`config.mk`:
```
export PLATFORM = sky130hd
export DESIGN_NAME = instruction_fetch_stage
export DESIGN_NICKNAME = d
export VERILOG_FILES = /design/src/rtl/instruction_fetch_stage.sv
export SDC_FILE = /design/constraint.sdc
export NUM_CORES = 1
export LEC_CHECK = 0
export ABC_AREA = 1
export BUFFER_PORTS_ARGS = -buffer_cell sky130_fd_sc_hd__buf_2
export CAP_MARGIN = 15
export CORE_MARGIN = 2
export CORE_UTILIZATION = 50
export DETAILED_ROUTE_END_ITERATION = 8
export PLACE_DENSITY = 0.77
export SYNTH_ARGS = -nofsm -noshare
export SYNTH_HDL_FRONTEND = slang
export SYNTH_SLANG_ARGS = --single-unit
```
`constraint.sdc`:
```
create_clock -name clk -period 7 [get_ports clk]
set_input_delay 0.35 -clock clk [delete_from_list [all_inputs] [get_ports clk]]
set_output_delay 0.35 -clock clk [all_outputs]
set_load 0.02 [all_outputs]
```
`src/rtl/instruction_fetch_stage.sv`:
```
// Instruction fetch stage: single-outstanding imem requester feeding the IF/ID register, with a 1-entry response buffer.
// Optional performance counters are enabled by defining IF_PERF_COUNTERS_EN.
module instruction_fetch_stage #(
    parameter logic [31:0] RESET_PC = 32'h0000_0000
) (
    input  logic        clk,
    input  logic        reset,
    input  logic        stall_in,
    input  logic        redirect_valid,
    input  logic [31:0] redirect_pc,
    output logic        imem_req,
    output logic [31:0] imem_addr,
    input  logic        imem_ready,
    input  logic        imem_rvalid,
    input  logic [31:0] imem_rdata,
    output logic        if_valid,
    output logic [31:0] if_pc,
    output logic [31:0] if_pc_plus4,
    output logic [31:0] if_instr,
    output logic [5:0]  if_opcode,
    output logic [4:0]  if_rs,
    output logic [4:0]  if_rt,
    output logic [4:0]  if_rd,
    output logic [15:0] if_imm,
    output logic [5:0]  if_funct,
    output logic [31:0] perf_fetch_cnt,
    output logic [15:0] perf_flush_cnt
);

    typedef enum logic [1:0] {
        S_REQ   = 2'd0,
        S_WAIT  = 2'd1,
        S_DRAIN = 2'd2
    } fetch_state_e;

    fetch_state_e state_q, state_d;
    logic [31:0]  fetch_pc_q, fetch_pc_d;

    logic         if_valid_q, if_valid_d;
    logic [31:0]  if_pc_q, if_pc_d;
    logic [31:0]  if_pc_plus4_q, if_pc_plus4_d;
    logic [31:0]  if_instr_q, if_instr_d;

    logic         buf_valid_q, buf_valid_d;
    logic [31:0]  buf_pc_q, buf_pc_d;
    logic [31:0]  buf_instr_q, buf_instr_d;

    logic         accept;
    logic         ifid_free;
    logic         rsp_take;
    logic         ifid_load;

    // A full response buffer means the decode side is backed up, so no new request goes out.
    assign imem_req  = (state_q == S_REQ) && !buf_valid_q;
    assign imem_addr = fetch_pc_q;
    assign accept    = imem_req && imem_ready;
    assign ifid_free = !if_valid_q || !stall_in;
    assign rsp_take  = (state_q == S_WAIT) && imem_rvalid;

    always_comb begin
        state_d       = state_q;
        fetch_pc_d    = fetch_pc_q;
        if_valid_d    = if_valid_q;
        if_pc_d       = if_pc_q;
        if_pc_plus4_d = if_pc_plus4_q;
        if_instr_d    = if_instr_q;
        buf_valid_d   = buf_valid_q;
        buf_pc_d      = buf_pc_q;
        buf_instr_d   = buf_instr_q;
        ifid_load     = 1'b0;

        if (redirect_valid) begin
            fetch_pc_d  = {redirect_pc[31:2], 2'b00};
            if_valid_d  = 1'b0;
            buf_valid_d = 1'b0;
            // Any request already accepted must have its response swallowed in DRAIN.
            case (state_q)
                S_REQ:   state_d = accept ? S_DRAIN : S_REQ;
                S_WAIT:  state_d = imem_rvalid ? S_REQ : S_DRAIN;
                S_DRAIN: state_d = imem_rvalid ? S_REQ : S_DRAIN;
                default: state_d = S_REQ;
            endcase
        end else begin
            if (buf_valid_q && ifid_free) begin
                if_valid_d    = 1'b1;
                if_pc_d       = buf_pc_q;
                if_pc_plus4_d = buf_pc_q + 32'd4;
                if_instr_d    = buf_instr_q;
                buf_valid_d   = 1'b0;
                ifid_load     = 1'b1;
            end else if (rsp_take && ifid_free) begin
                if_valid_d    = 1'b1;
                if_pc_d       = fetch_pc_q;
                if_pc_plus4_d = fetch_pc_q + 32'd4;
                if_instr_d    = imem_rdata;
                ifid_load     = 1'b1;
            end else if (rsp_take) begin
                buf_valid_d = 1'b1;
                buf_pc_d    = fetch_pc_q;
                buf_instr_d = imem_rdata;
            end else if (!stall_in) begin
                if_valid_d = 1'b0;
            end

            case (state_q)
                S_REQ: begin
                    if (accept) state_d = S_WAIT;
                end
                S_WAIT: begin
                    if (imem_rvalid) begin
                        state_d    = S_REQ;
                        fetch_pc_d = fetch_pc_q + 32'd4;
                    end
                end
                S_DRAIN: begin
                    if (imem_rvalid) state_d = S_REQ;
                end
                default: state_d = S_REQ;
            endcase
        end
    end

    always_ff @(posedge clk or posedge reset) begin
        if (reset) begin
            state_q       <= S_REQ;
            fetch_pc_q    <= RESET_PC;
            if_valid_q    <= 1'b0;
            if_pc_q       <= 32'h0;
            if_pc_plus4_q <= 32'h0;
            if_instr_q    <= 32'h0;
            buf_valid_q   <= 1'b0;
            buf_pc_q      <= 32'h0;
            buf_instr_q   <= 32'h0;
        end else begin
            state_q       <= state_d;
            fetch_pc_q    <= fetch_pc_d;
            if_valid_q    <= if_valid_d;
            if_pc_q       <= if_pc_d;
            if_pc_plus4_q <= if_pc_plus4_d;
            if_instr_q    <= if_instr_d;
            buf_valid_q   <= buf_valid_d;
            buf_pc_q      <= buf_pc_d;
            buf_instr_q   <= buf_instr_d;
        end
    end

    // IF/ID register outputs and instruction field decode
    assign if_valid    = if_valid_q;
    assign if_pc       = if_pc_q;
    assign if_pc_plus4 = if_pc_plus4_q;
    assign if_instr    = if_instr_q;
    assign if_opcode   = if_instr_q[31:26];
    assign if_rs       = if_instr_q[25:21];
    assign if_rt       = if_instr_q[20:16];
    assign if_rd       = if_instr_q[15:11];
    assign if_imm      = if_instr_q[15:0];
    assign if_funct    = if_instr_q[5:0];

`ifdef IF_PERF_COUNTERS_EN
    function automatic logic [31:0] sat_inc32(input logic [31:0] v);
        return (v == 32'hFFFF_FFFF) ? v : v + 32'd1;
    endfunction

    function automatic logic [15:0] sat_inc16(input logic [15:0] v);
        return (v == 16'hFFFF) ? v : v + 16'd1;
    endfunction

    logic [31:0] fetch_cnt_q, fetch_cnt_d;
    logic [15:0] flush_cnt_q, flush_cnt_d;

    always_comb begin
        fetch_cnt_d = fetch_cnt_q;
        flush_cnt_d = flush_cnt_q;
        if (ifid_load)      fetch_cnt_d = sat_inc32(fetch_cnt_q);
        if (redirect_valid) flush_cnt_d = sat_inc16(flush_cnt_q);
    end

    always_ff @(posedge clk or posedge reset) begin
        if (reset) begin
            fetch_cnt_q <= 32'h0;
            flush_cnt_q <= 16'h0;
        end else begin
            fetch_cnt_q <= fetch_cnt_d;
            flush_cnt_q <= flush_cnt_d;
        end
    end

    assign perf_fetch_cnt = fetch_cnt_q;
    assign perf_flush_cnt = flush_cnt_q;
`else
    logic perf_unused;
    assign perf_unused    = ifid_load;
    assign perf_fetch_cnt = 32'h0;
    assign perf_flush_cnt = 16'h0;
`endif

endmodule

```
==> metrics.md <==
| Metric | Value |
|---|---|
| Fillers | 1,918 |
| All-Layer GR Usage | 0.266 |
| Pins over their slew limit | 0 |
| Stages on worst setup path | 13 |
| Total CTS buffers | 17 |
| Synth cell types | 33 |
| Count of input and output buffers | 234 |
| Post-route ant nets | 0 |
| Period utilization | 0.411 |
| Maximum vdd drop | 0.165 mV |
| Synth Register Bits | 188 |
| WS Path Type | reg -> reg |
| Layout area overhead | 13.3% |
| IO Pins | 291 |
| Die width | 148 um |
| Setup crit end kind | flop |
| Final nets | 1,563 |
| H-tree levels | 4 |
| Layout cells sized above 1 | 0.227 |
| Wire length of the first global-routing pass | 46,300 um |
| CP max-delay cell | buf_4 |
| Number of global-route vias before repair | 8,857 |
| Most used DFF post-synth | dfrtp_1 |
| Cell Area, Synth | 10,400 um^2 |
| CP startpoint | state_q[1] |
| Asr flop ratio synth | 1.00 |
| Max_slew headroom | 0.327 |
| Arrival @ worst endpoint | 3250 ps |
| FP Rows | 52 |
| Gp weighted congestion | 0.980 |
| Routed WL per cell | 16.4 um |
| Vias per cell | 5.29 |
| Post-CTS sizing | 0 |
| Min Clock Period, post-route | 2880 ps |
| CP Cell Sequence | inv_1 > ha_1 > nand2_1 > inv_1 > nand2_1 > nand2_1 > nand2_4 > clkinv_2 > buf_4 > o21ai_0 > nor2_1 > nand2_1 > nand2_1 |
| CTS tree | built |
| CTS hold repair buffers | 0 |
| Max-Cap Viols | 0 |
| Final setup fails | 0 |
| Highest Clock Rate | 348 MHz |
| Buf+Inv Stages, Crit Path | 4 |
| Crit path largest cell delay | 670 ps |
| Initial antenna violation count | 0 |
| Syn Area/Cell | 7.84 um^2 |
| Setup bufs post-CTS | 0 |
| CTS sink count | 188 |
| Ant. Diodes | 0 |
| Drt first-iter violations | 674 |
| Pin count of the biggest net entering global routing | 112 |
| RR Startpoint | state_q[1] |
| Fin. Hold Viols | 0 |
| Static leakage power | 0.00593 uW |
| Startpoint Class | flop |
| CTS clk-pin slew, worst paths | 80 ps |
| Crit-path max FO | 66 |
| CP delay by family, top | buffers and inverters |
| Cells on worst reg2reg path | 13 |
| Post-Route Setup TNS | 0 ps |
| Placed Instances | 1,739 |
| Seq/Total Area, Yosys | 0.452 |
| Synthesis Warnings | 0 |
| Critical Path RT | 7370 ps |
| Die ar. | 22,000 um^2 |
| Mapped Cells | 1,327 |
| Power per cell area | 367 nW/um^2 |
| CTS Buffer Depth | 2 |
| EDFF count, synth | 0 |
| Skew-Pair Late Insertion Delay | 440 ps |
| CP dominant cell by count | nand2_1 |
| Tightest Pin Transition | 1010 ps |
| Routed Wire Length | 29,100 um |
| Clk_skew | 12.7 ps |
| Status | completed |
| Grt total ovfl | 0 |
| Non-filler cells, final | 1,771 |
| Die H | 148 um |
| DR pass1 iterations | 5 |
| Min-delay worst type | in -> async |
| Total number of vias | 9,361 |
| DPL Wire Length | 20,100 um |
| Starting Density | 0.512 |
| Core Region | 20,300 um^2 |
| Clock root cell | clkbuf_16 |
| # DRC | 0 |
| RSZ-0062 raised after global routing | false |
[Yosys cell counts, types with 5 or more instances]
master,number,share of area
nor2_4,11,0.012
a31oi_1,7,0.0042
buf_4,98,0.071
o211ai_1,24,0.017
buf_2,29,0.014
ha_1,5,0.0060
inv_1,66,0.024
dfrtp_1,188,0.45
nand2_1,444,0.16
xor2_1,15,0.013
nand2_2,6,0.0036
o21ai_0,40,0.019
clkbuf_1,25,0.0090
xnor2_1,5,0.0042
nor2_1,134,0.048
nand3b_1,9,0.0065
a21oi_1,119,0.057
nand3_1,41,0.020
mux2_2,35,0.038
[report_power, final]
group	total [uW]	switching (uW)	internal, uW
sequential	1690	263	1430
combinational	1680	1140	541
clock	955	479	475
total	4330	1880	2440
[per-stage QoR]
stage / total power (uW) / hold slack [ps] / cell area [um^2] / worst slack [ps] / util
detailed placement: 3400 / 461 / 11200 / 3970 / 0.553
floorplan: 2940 / 477 / 10600 / 1540 / -
finish: 4330 / 0.161 / 11800 / 4120 / 0.581
global placement: 3370 / 461 / 11200 / 3980 / 0.553
CTS: 4360 / 96.2 / 11800 / 4080 / 0.581
global route: 4600 / 91.6 / 11800 / 3730 / 0.581
[cell type report]
class                           count  area (um^2)  area share
Sequential cell                   188         4700       0.399
Multi-Input combinational cell    972         4680       0.397
Tap cell                          270          338      0.0287
Clock inverter                     15          148      0.0125
Inverter                           67          260      0.0221
Clock buffer                       17          425      0.0361
Timing Repair Buffer              242         1230       0.104
[cells in the final DEF (no fill, tap or decap), types with 2 or more instances in the layout]
master and n:
a21oi_1 119, a31oi_1 7, and2_1 4, buf_2 234, buf_4 8, clkbuf_16 17
clkinv_4 2, clkinvlp_4 3, conb_1 54, dfrtp_1 188, ha_1 5, inv_1 64
inv_6 4, inv_8 6, mux2_2 35, nand2_1 442, nand2_2 6, nand2_4 4
nand3_1 41, nand3b_1 9, nand4_1 2, nor2_1 134, nor2_2 3, nor2_4 11
o211ai_1 24, o21ai_0 40, o221ai_1 4, xnor2_1 5, xor2_1 15, xor2_2 3
[layer usage]
metal  vias to the layer above  track usage  share of wire
met2                       446        0.440           0.47
met3                        65       0.0426          0.075
met5                         -            0              0
met1                      4434        0.356           0.43
met4                         0        0.100          0.028
li1                       4416            -              -
[path summary, 6_finish.rpt]
path,endpoint,slack [ps]
setup / recovery,if_pc_plus4[30],4120
hold / removal,if_instr[25],0.2
setup reg to reg,if_pc_plus4[30],4120
hold reg to reg,if_pc_plus4[9],480
max in group asynchronous,if_instr[1],5470
min in group clk,imem_addr[4],120
[cell families (layout without fill, tap and decap cells)]
kind of cell | count (synthesis) | in the layout | share of synthesized area
and+or+nand+nor | 659 | 659 | 0.261
buffers and inverters | 220 | 341 | 0.118
AOI/OAI and AO/OA | 196 | 196 | 0.103
DFF | 188 | 188 | 0.452
muxes | 35 | 35 | 0.0379
xor gates and xnor gates | 23 | 23 | 0.0215
adders and majority gates | 5 | 5 | 0.00601
other | 1 | 54 | 0.000360
[state kept, by name (all words and copies together) (netlist names), 2 cells and up]
signal / cells
if_pc_plus4: 30
if_instr: 32
state_q: 2
buf_instr_q: 32
imem_addr: 30
buf_pc_q: 30
if_pc: 30
Note: power is estimated with default switching activity, not from simulation.
